===== src/rtl/full_adder32_pkg.sv =====
// Shared constants for the registered ripple-carry adder.
package full_adder32_pkg;

  localparam int ADDER_W = 32;

endpackage


===== src/rtl/full_adder32_cell.sv =====
// One-bit full-adder cell; the top chains WIDTH of these into a ripple-carry adder.
module full_adder1 (
  input  logic a,
  input  logic b,
  input  logic cin,
  output logic s,
  output logic cout
);

  assign s    = a ^ b ^ cin;
  assign cout = (a & b) | (cin & (a ^ b));

endmodule


===== src/rtl/full_adder32.sv =====
// Registered WIDTH-bit ripple-carry adder with carry-out, signed overflow and valid tracking.
module full_adder32
  import full_adder32_pkg::*;
#(
  parameter int WIDTH = ADDER_W
) (
  input  logic             clk,
  input  logic             rst,
  input  logic [WIDTH-1:0] a,
  input  logic [WIDTH-1:0] b,
  input  logic             cin,
  input  logic             in_valid,
  output logic [WIDTH-1:0] s,
  output logic             cout,
  output logic             ovf,
  output logic             out_valid
);

  logic [WIDTH:0]   carry;
  logic [WIDTH-1:0] sum_d;
  logic             cout_d;
  logic             ovf_d;

  logic [WIDTH-1:0] sum_q;
  logic             cout_q;
  logic             ovf_q;
  logic             outValid_q;

  assign carry[0] = cin;

  for (genvar i = 0; i < WIDTH; i++) begin : gen_ripple
    full_adder1 u_cell (
      .a    (a[i]),
      .b    (b[i]),
      .cin  (carry[i]),
      .s    (sum_d[i]),
      .cout (carry[i+1])
    );
  end

  // Signed overflow: carries into and out of the sign bit disagree.
  assign cout_d = carry[WIDTH];
  assign ovf_d  = carry[WIDTH] ^ carry[WIDTH-1];

  always_ff @(posedge clk or posedge rst) begin
    if (rst) begin
      sum_q      <= '0;
      cout_q     <= 1'b0;
      ovf_q      <= 1'b0;
      outValid_q <= 1'b0;
    end else begin
      outValid_q <= in_valid;
      if (in_valid) begin
        sum_q  <= sum_d;
        cout_q <= cout_d;
        ovf_q  <= ovf_d;
      end
    end
  end

  assign s         = sum_q;
  assign cout      = cout_q;
  assign ovf       = ovf_q;
  assign out_valid = outValid_q;

endmodule


===== config.mk =====
export PLATFORM = sky130hd
export DESIGN_NAME = full_adder32
export DESIGN_NICKNAME = d
export VERILOG_FILES = /design/src/rtl/full_adder32_pkg.sv /design/src/rtl/full_adder32_cell.sv /design/src/rtl/full_adder32.sv
export SDC_FILE = /design/constraint.sdc
export NUM_CORES = 1
export LEC_CHECK = 0
export ABC_AREA = 1
export CAP_MARGIN = 20
export CORE_UTILIZATION = 40
export CTS_CLUSTER_SIZE = 28
export DETAILED_ROUTE_END_ITERATION = 16
export MAX_ROUTING_LAYER = met4
export PLACE_DENSITY = 0.84
export SYNTH_ARGS = -nofsm -noshare
export SYNTH_HDL_FRONTEND = slang
export SYNTH_SLANG_ARGS = --single-unit

===== constraint.sdc =====
create_clock -name clk -period 1.14 [get_ports clk]
set_input_delay 0.228 -clock clk [delete_from_list [all_inputs] [get_ports clk]]
set_output_delay 0.228 -clock clk [all_outputs]
set_load 0.01 [all_outputs]

==> flow_metrics.py <==
metrics = {
    "outcome": {
        "outcome": "finished with violations",
        "violations": "negative setup slack",
    },
    "routing": {
        "dr.first_iter.drc_count": 62,
        "drc": 0,
        "drtPass1Iterations": 4,
        "avgViaCountPerCell": 4.55,
        "vias": 1674,
        "wirelength_mm": 5.07,
        "wl_per_cell_um": 13.8,
        "ant_nets": 0,
    },
    "critical_path": {
        "reg2reg_depth": 4,
        "reg2reg_to": "s[26]",
        "path_max_fanout": 2,
        "r2r_start": "s[26]",
        "critPathArrivalTime_ps": 11790,
        "startpoint_type": "primary input",
        "crit_required_ps": 1350,
        "crit_slowest_cell": "fa_2",
        "crit_top_cell": "fa_2",
        "critical_path_class": "in2reg",
        "critPathCaptureType": "register",
        "reg2reg_slack_ps": 300,
        "max_stage_delay_ps": 430,
    },
    "clock_network": {
        "cts_buffers": 5,
        "cts_tree": "built",
        "clk_path_buf_depth": 2,
        "clockRootBuffer": "clkbuf_8",
        "h-tree-depth": 2,
        "clk_pin_slew_worst_paths_ps": 70,
        "clock-sinks": 35,
        "clock_latency_ps": 280,
    },
    "timing": {
        "min_period_over_period_pct": 1020,
        "hold_viol": 0,
        "skew_ps": 0,
        "worstMarginPinSlew_ps": 237,
        "setup_viol": 32,
        "fmax_mhz": 86.4,
        "slew_violations": 0,
        "rsz0062_at_grt": "yes",
        "setup_slack_ps": -10440,
        "setup_tns_ps": -184120,
        "fin_crit_ps": 11580,
        "max_slew_margin_pct": 84.2,
    },
    "grt": {
        "antenna_found_initial": 0,
        "grt_pass1_wl_mm": 7.89,
        "grt_overflow": 0,
        "grt_usage_pct": 20.6,
        "grt_pass1_vias": 1730,
        "grt_max_degree": 38,
    },
    "synth": {
        "syn_area_um2": 2040,
        "synth-seq-cells": 35,
        "postSynthCellCount": 185,
        "syn_area_per_cell_um2": 11.0,
        "yosysWarnings": 0,
        "yosysSeqAreaShare_pct": 42.9,
        "synth.distinct_cells": 11,
        "syn_nets": 285,
    },
    "power": {
        "irDropWorstVdd_v": 0.000767,
        "swShare_pct": 31.3,
        "intPower_uw": 2680,
        "leakagePower_uw": 0.00152,
        "powerDensity_nw_per_um2": 1200,
        "p_clk_share_pct": 23.1,
        "p_comb_share_pct": 36.2,
        "p_switching_uw": 1220,
        "power_frac_seq_pct": 40.7,
    },
    "floorplan": {
        "die_area_um2": 5390,
        "core_um2": 4820,
        "die_w_um": 73.5,
        "die_h_um": 73.5,
        "ioPinCount": 103,
        "start_util_pct": 42.4,
        "rows": 25,
    },
    "final_layout": {
        "antenna_cells": 0,
        "mostFrequentLayoutCell": "nand2_1",
        "final_util_pct": 67.2,
        "syn2layout_area_growth_pct": 58.5,
        "final_cell_mix": "nand2_1 (84), clkdlybuf4s50_1 (64), dfrtp_1 (35)",
        "regArea_um2": 876,
        "multi_input_area_um2": 1150,
        "drive_gt1_share_pct": 36.9,
        "n_fill_cell": 406,
        "layout.nets": 401,
    },
    "placement": {
        "dpl.hpwl_mm": 3.89,
        "gp_congestion": 0.763,
        "numPortBuffers": 102,
    },
    "worst_hold_path": {
        "hold_class": "in2async",
    },
    "job": {
        "cap_violations": 0,
    },
}
-- sequential cells by signal (all words and copies together), names as in the netlist --
register,count
out_valid,1
cout,1
s,32
ovf,1
-- worst max path at each step --
stage	to	startpoint	slack, ps	cells past startpoint
after floorplan	s[31]	a[0]	-10240	36
after global placement	s[31]	a[0]	-10870	37
after detailed placement	s[31]	a[0]	-11110	37
after CTS	s[31]	a[0]	-10470	37
after global routing	s[31]	a[0]	-10750	37
final	s[31]	a[0]	-10440	37
-- cells by family after synthesis --
| group | count (synthesis) | synth area share [%] |
|---|---|---|
| compound gates | 3 | 0.735 |
| flops | 35 | 42.9 |
| buf+inv | 17 | 5.94 |
| fa+ha+maj | 32 | 31.4 |
| simple gates | 98 | 19.1 |
-- repair_timing --
action | in CTS | in global routing
hold buffers | 0 | 0
resized for setup | 110 | 34
endpoints found under the setup margin | 68 | 59
pin swaps | 5 | 7
setup buffers | 4 | 4
-- worst max-delay path, delay by kind of cell --
family,cells,cell delay (ps)
adders and majority gates,32,11150
buffers and inverters,4,260
AOI/OAI and AO/OA,1,140
-- final cells by class --
| cell class | instances | area share [%] |
|---|---|---|
| Clock buffer | 6 | 2.55 |
| Clock inverter | 1 | 0.155 |
| Inverter | 10 | 1.39 |
| Multi-Input combinational cell | 133 | 35.5 |
| Sequential cell | 35 | 27.1 |
| Tap cell | 67 | 2.59 |
| Timing Repair Buffer | 116 | 30.7 |
-- stage by stage --
step	power, uW	area, um2	worst slack, ps	hold WS, ps	std cells
after floorplan	2210	2120	-10240	259	185
after global placement	3060	3230	-10870	456	353
after detailed placement	3130	3230	-11110	465	353
after CTS	3960	3320	-10470	287	364
after global routing	4140	3240	-10750	327	368
final	3900	3240	-10440	287	368
-- cells in the mapped netlist --
| cell type | n | area, um2 |
|---|---|---|
| o21ai_0 | 3 | 15.0 |
| inv_8 | 1 | 11.3 |
| buf_12 | 1 | 20.0 |
| inv_1 | 9 | 33.8 |
| nand2_2 | 8 | 50.1 |
| buf_6 | 3 | 33.8 |
| nand2_1 | 89 | 334 |
| dfrtp_1 | 35 | 876 |
| buf_4 | 3 | 22.5 |
| nand3_1 | 1 | 5.00 |
| fa_1 | 32 | 641 |
-- routing by layer --
layer	part of all wire, %	GRT usage [%]
met5	0	-
met3	6.8	5.08
met1	38	24.8
met4	1.3	5.56
met2	54	34.7
-- power groups by stage --
stage / clock [uW] / sequential [uW] / combinational, uW
6_report: 900 / 1590 / 1410
5_1_grt: 955 / 1610 / 1580
4_1_cts: 920 / 1590 / 1460
3_5_place_dp: 0 / 1610 / 1520
3_3_place_gp: 0 / 1600 / 1460
2_1_floorplan: 0 / 1720 / 493
(Power assumes the default switching activity.)
